===== src/rtl/fpadder_pkg.sv =====
// Shared types and constants for the serial fpadder sequencer and its operand FIFO.
package fpadder_pkg;

  typedef logic [31:0] fp32_t;

  typedef struct packed {
    fp32_t a;
    fp32_t b;
  } fp_pair_t;

  localparam fp32_t FP32_QNAN = 32'h7FC0_0000;

  typedef enum logic [2:0] {IDLE, SEND_B, WAIT, OUTPUT, RECOVER} seq_state_t;

endpackage


===== src/rtl/sync_fifo.sv =====
// Generic synchronous FIFO, combinational read of the head entry.
// Pushes while full and pops while empty are ignored; full ignores a same-cycle pop.
module sync_fifo #(
  parameter int WIDTH = 64,
  parameter int DEPTH = 4
) (
  input  logic                     clock,
  input  logic                     reset,
  input  logic                     push,
  input  logic [WIDTH-1:0]         push_data,
  input  logic                     pop,
  output logic [WIDTH-1:0]         pop_data,
  output logic                     full,
  output logic                     empty,
  output logic [$clog2(DEPTH):0]   count
);

  localparam int AW = $clog2(DEPTH);

  logic [WIDTH-1:0] mem [DEPTH];
  logic [AW-1:0]    wr_ptr;
  logic [AW-1:0]    rd_ptr;
  logic             do_push;
  logic             do_pop;

  assign full     = (count == (AW+1)'(DEPTH));
  assign empty    = (count == '0);
  assign do_push  = push && !full;
  assign do_pop   = pop && !empty;
  assign pop_data = mem[rd_ptr];

  // Pointers wrap naturally because DEPTH is a power of two.
  always_ff @(posedge clock) begin
    if (reset) begin
      wr_ptr <= '0;
      rd_ptr <= '0;
      count  <= '0;
    end else begin
      if (do_push) wr_ptr <= wr_ptr + AW'(1);
      if (do_pop)  rd_ptr <= rd_ptr + AW'(1);
      case ({do_push, do_pop})
        2'b10:   count <= count + (AW+1)'(1);
        2'b01:   count <= count - (AW+1)'(1);
        default: count <= count;
      endcase
    end
  end

  always_ff @(posedge clock) begin
    if (do_push) mem[wr_ptr] <= push_data;
  end

endmodule


===== src/rtl/fpadder_sequencer.sv =====
// Feeds buffered operand pairs to the serial fpadder one at a time and returns its sums.
// Latency >= 3 cycles plus adder time; in_ready = FIFO not full, results held until out_ready.
module fpadder_sequencer
  import fpadder_pkg::*;
#(
  parameter int DEPTH       = 4,
  parameter int TIMEOUT     = 64,
  parameter int RECOVER_CYC = 2
) (
  input  logic  clock,
  input  logic  reset,
  input  logic  in_valid,
  output logic  in_ready,
  input  fp32_t in_a,
  input  fp32_t in_b,
  output logic  out_valid,
  input  logic  out_ready,
  output fp32_t out_sum,
  output logic  out_timeout,
  output fp32_t adder_a,
  output logic  adder_nreset,
  input  logic  adder_ready,
  input  fp32_t adder_sum
);

  localparam int FW = $clog2(DEPTH) + 1;
  localparam int CW = $clog2(TIMEOUT) + 1;
  localparam int RW = $clog2(RECOVER_CYC) + 1;

  seq_state_t      state;
  fp_pair_t        head;
  fp32_t           b_hold;
  logic            full;
  logic            empty;
  logic            pop;
  logic [FW-1:0]   fifo_count;
  logic            saw_low;
  logic [CW-1:0]   wd_count;
  logic [RW-1:0]   rec_count;

  assign in_ready = !full;
  assign pop      = (state == IDLE) && !empty && adder_ready && adder_nreset;

  sync_fifo #(
    .WIDTH ($bits(fp_pair_t)),
    .DEPTH (DEPTH)
  ) u_fifo (
    .clock     (clock),
    .reset     (reset),
    .push      (in_valid && in_ready),
    .push_data ({in_a, in_b}),
    .pop       (pop),
    .pop_data  (head),
    .full      (full),
    .empty     (empty),
    .count     (fifo_count)
  );

  a_fifo_count: assert property (@(posedge clock) disable iff (reset)
    ((fifo_count == '0) == empty) && (fifo_count <= FW'(DEPTH)));

  // B is latched at pop time because the FIFO entry is gone by the SEND_B cycle.
  always_ff @(posedge clock) begin
    if (reset) begin
      state        <= IDLE;
      adder_a      <= '0;
      adder_nreset <= 1'b0;
      b_hold       <= '0;
      saw_low      <= 1'b0;
      wd_count     <= '0;
      rec_count    <= '0;
      out_valid    <= 1'b0;
      out_sum      <= '0;
      out_timeout  <= 1'b0;
    end else begin
      adder_nreset <= 1'b1;
      case (state)
        IDLE: begin
          if (pop) begin
            adder_a <= head.a;
            b_hold  <= head.b;
            state   <= SEND_B;
          end
        end
        SEND_B: begin
          adder_a  <= b_hold;
          saw_low  <= 1'b0;
          wd_count <= '0;
          state    <= WAIT;
        end
        WAIT: begin
          wd_count <= wd_count + CW'(1);
          if (!adder_ready) saw_low <= 1'b1;
          // Completion is a falling then rising ready, never a ready that simply stays high.
          if (adder_ready && saw_low) begin
            out_sum     <= adder_sum;
            out_valid   <= 1'b1;
            out_timeout <= 1'b0;
            state       <= OUTPUT;
          end else if (wd_count == CW'(TIMEOUT - 1)) begin
            adder_nreset <= 1'b0;
            rec_count    <= '0;
            state        <= RECOVER;
          end
        end
        OUTPUT: begin
          if (out_ready) begin
            out_valid <= 1'b0;
            state     <= IDLE;
          end
        end
        RECOVER: begin
          rec_count <= rec_count + RW'(1);
          if (rec_count == RW'(RECOVER_CYC - 1)) begin
            out_sum     <= FP32_QNAN;
            out_timeout <= 1'b1;
            out_valid   <= 1'b1;
            state       <= OUTPUT;
          end else begin
            adder_nreset <= 1'b0;
          end
        end
        default: state <= IDLE;
      endcase
    end
  end

endmodule

===== config.mk =====
export PLATFORM = sky130hd
export DESIGN_NAME = fpadder_sequencer
export DESIGN_NICKNAME = d
export VERILOG_FILES = /design/src/rtl/fpadder_pkg.sv /design/src/rtl/sync_fifo.sv /design/src/rtl/fpadder_sequencer.sv
export SDC_FILE = /design/constraint.sdc
export NUM_CORES = 1
export LEC_CHECK = 0
export CAP_MARGIN = 20
export CORE_MARGIN = 4
export CORE_UTILIZATION = 56
export DETAILED_ROUTE_END_ITERATION = 6
export PLACE_DENSITY = 0.8
export SLEW_MARGIN = 20
export SYNTH_ARGS = -nofsm -noshare
export SYNTH_HDL_FRONTEND = slang
export SYNTH_SLANG_ARGS = --single-unit

===== constraint.sdc =====
create_clock -name clock -period 3.6 [get_ports clock]
set_input_delay 0.9 -clock clock [delete_from_list [all_inputs] [get_ports clock]]
set_output_delay 0.9 -clock clock [all_outputs]
set_load 0.05 [all_outputs]

==> out/metrics.csv <==
metric,value,unit
async_flop_share,0,%
maxCapViolCount,0,
core_area,0.0253,sq mm
yosysTopAreaCellShare,53.1,%
grt_usage,22.6,%
pwr_density_cell,612,mW/mm^2
critPathKind,reg -> out,
die_h,169,um
gp_congestion,0.784,
finalSetupViolCount,0,
viasPerCell,6.24,
drv_slew,0,
ant_nets,0,
die_area,0.0285,sq mm
final_nets,1129,
syn_avg_cell_area,17.1,sq um
synth_area_leaders,"edfxtp_1 53%, dfxtp_1 17%, mux4_2 10%",
p_seq_share,47.4,%
synth_area_leader_cell,edfxtp_1,
wl_per_cell,23.3,um
grt_overflow,0,
fin_crit_sh,87.2,%
cts_setup_buffers,0,
rr_startpoint,state[0]$_SDFFE_PP0P_,
drive_gt1_share,17.6,%
synth-edff-count,256,
ios,169,
hpwl,19600,um
switching_share,26.2,%
pre_cts_slack,458,ps
setup_ws,459,ps
p_leak,5.81,nW
rows,58,
start_kind,register,
layout_commonest_cell,edfxtp_1,
htreeDepth,2,
cp.arrival,2240,ps
fmax,318,MHz
yosys_register_bits,377,
power.internal,8.03,mW
clock-sinks,377,
port_buffers,168,
slew_headroom,29.6,%
grt_pass1_wl,50600,um
start_util,57.2,%
yosysSeqAreaShare,69.8,%
reg2reg_depth,8,
outcome,"complete, no violations",
worst_clock_skew,15.2,ps
syn_area,0.0145,sq mm
synthCells,848,
fin_setup_tns,0,ps
holdCritPathClass,reg -> reg,
area_delta_synth_final,22.8,%
power_switching,2.85,mW
cts_max_path_buffers,3,
grt_max_degree,65,
ir_worst_vdd,0.441,mV
ctsResizeCount,0,
drc,0,
cts_tree,built,
crit_start,u_fifo.count[2]$_SDFFE_PP0P_,
fp.dieW,169,um
synth_warnings,0,
grt_pass1_vias,8742,
via_count,8629,
rsz0062_at_grt,false,
grt_antenna_before_repair,2,
cp-endpoint,in_ready,
worst_setup_path_end_kind,primary output,
synth_flop_cell,edfxtp_1,
regToRegSetupSlack,1150,ps
yosysUniqueCellTypes,68,
cts_hold_buf,0,
layout_common_cells,"256 x edfxtp_1, 167 x clkdlybuf4s50_1, 118 x dfxtp_1, 64 x mux4_2, 64 x a211oi_1",
min_period,3140,ps
hold_viol,0,
r2r-end,u_fifo.count[2]$_SDFFE_PP0P_,
finalWirelength,32300,um
synth_nets,957,
required,2700,ps
pwr-share-clk,36.5,%
drt_pass1_iterations,5,
clk_latency,530,ps
drtIter0Drc,910,
clockRootBuffer,clkbuf_16,
cts.clk_slew.worst_paths,60,ps
cts_buffers,39,
worst_slew_pin_slew,1050,ps
combinationalPowerShare,16.1,%
path_max_fanout,10,
-- registers in the layout, summed over array words and instances, names as in the netlist, named ones only --
name	count
u_fifo.mem	256
adder_a	32
b_hold	32
out_sum	32
wd_count	7
state	3
u_fifo.count	3
rec_count	2
u_fifo.rd_ptr	2
u_fifo.wr_ptr	2
adder_nreset	1
out_timeout	1
out_valid	1
saw_low	1
-- logic make-up (layout without fill, tap and decap cells) --
| kind of cell | after synthesis | in the layout | synth area share [%] |
|---|---|---|---|
| flops | 377 | 377 | 69.8 |
| simple gates | 106 | 106 | 4.26 |
| other cells | 0 | 1 | 0 |
| xor+xnor | 2 | 2 | 0.121 |
| mux | 65 | 65 | 10.0 |
| buf+inv | 78 | 281 | 3.21 |
| fa+ha+maj | 8 | 8 | 0.743 |
| compound gates | 212 | 212 | 11.8 |
-- power by group through the flow --
stage	logic, mW	registers (mW)	clock network (mW)
floorplan	0.883	5.47	0
global placement	1.70	5.23	0
detailed placement	1.73	5.24	0
CTS	1.75	5.16	4.03
global route	1.86	5.18	4.23
finish	1.75	5.15	3.97
-- stage by stage --
step / hold slack, ps / total power, mW / instances / area (sq um) / util, %
finish: 464 / 10.9 / 1382 / 17800 / 70.2
global route: 483 / 11.3 / 1382 / 17800 / 70.2
CTS: 465 / 10.9 / 1380 / 17800 / 70.2
detailed placement: 457 / 6.97 / 1308 / 16500 / 65.1
global placement: 449 / 6.93 / 1308 / 16500 / 65.1
floorplan: 441 / 6.35 / 848 / 14500 / -
-- worst min path at each step --
stage                                  startpoint                        to  cells after the start
final                      b_hold[0]$_SDFFE_PP0P_   adder_a[0]$_SDFFE_PP0P_                      2
after CTS                 b_hold[18]$_SDFFE_PP0P_  adder_a[18]$_SDFFE_PP0P_                      2
after global placement    b_hold[18]$_SDFFE_PP0P_  adder_a[18]$_SDFFE_PP0P_                      2
after global routing      b_hold[19]$_SDFFE_PP0P_  adder_a[19]$_SDFFE_PP0P_                      2
after detailed placement  b_hold[18]$_SDFFE_PP0P_  adder_a[18]$_SDFFE_PP0P_                      2
after floorplan            b_hold[0]$_SDFFE_PP0P_   adder_a[0]$_SDFFE_PP0P_                      2
-- critical path, cell delays in order, from the launching register on --
cell             delay, ps
dfxtp_1                420
or3b_1                 520
clkdlybuf4s50_1        770
-- layer usage --
metal	global-route usage [%]	wire length, um	part of all wire (%)
met1	31.1	12700	39
met4	7.23	706	2.2
met3	4.95	3090	9.6
met2	36.6	15800	49
met5	0	20	0.062
-- Yosys cell counts (10+ instances only) --
| library cell | instances |
|---|---|
| edfxtp_1 | 256 |
| dfxtp_1 | 121 |
| a211oi_1 | 64 |
| mux4_2 | 64 |
| a22o_1 | 55 |
| nand2_1 | 41 |
| buf_2 | 37 |
| o31ai_1 | 33 |
| buf_6 | 16 |
| o21ai_0 | 13 |
| a21oi_1 | 11 |
| inv_1 | 11 |
| clkbuf_1 | 10 |
-- area by class of cell --
cell class | count | area [sq um]
Antenna cell | 1 | 2.50
Clock buffer | 56 | 1100
Clock inverter | 16 | 178
Fill cell | 1589 | 7540
Inverter | 11 | 41.3
Multi-Input combinational cell | 393 | 3930
Sequential cell | 377 | 10100
Tap cell | 330 | 413
Timing Repair Buffer | 198 | 2010
Note: power is estimated with default switching activity, not from simulation.
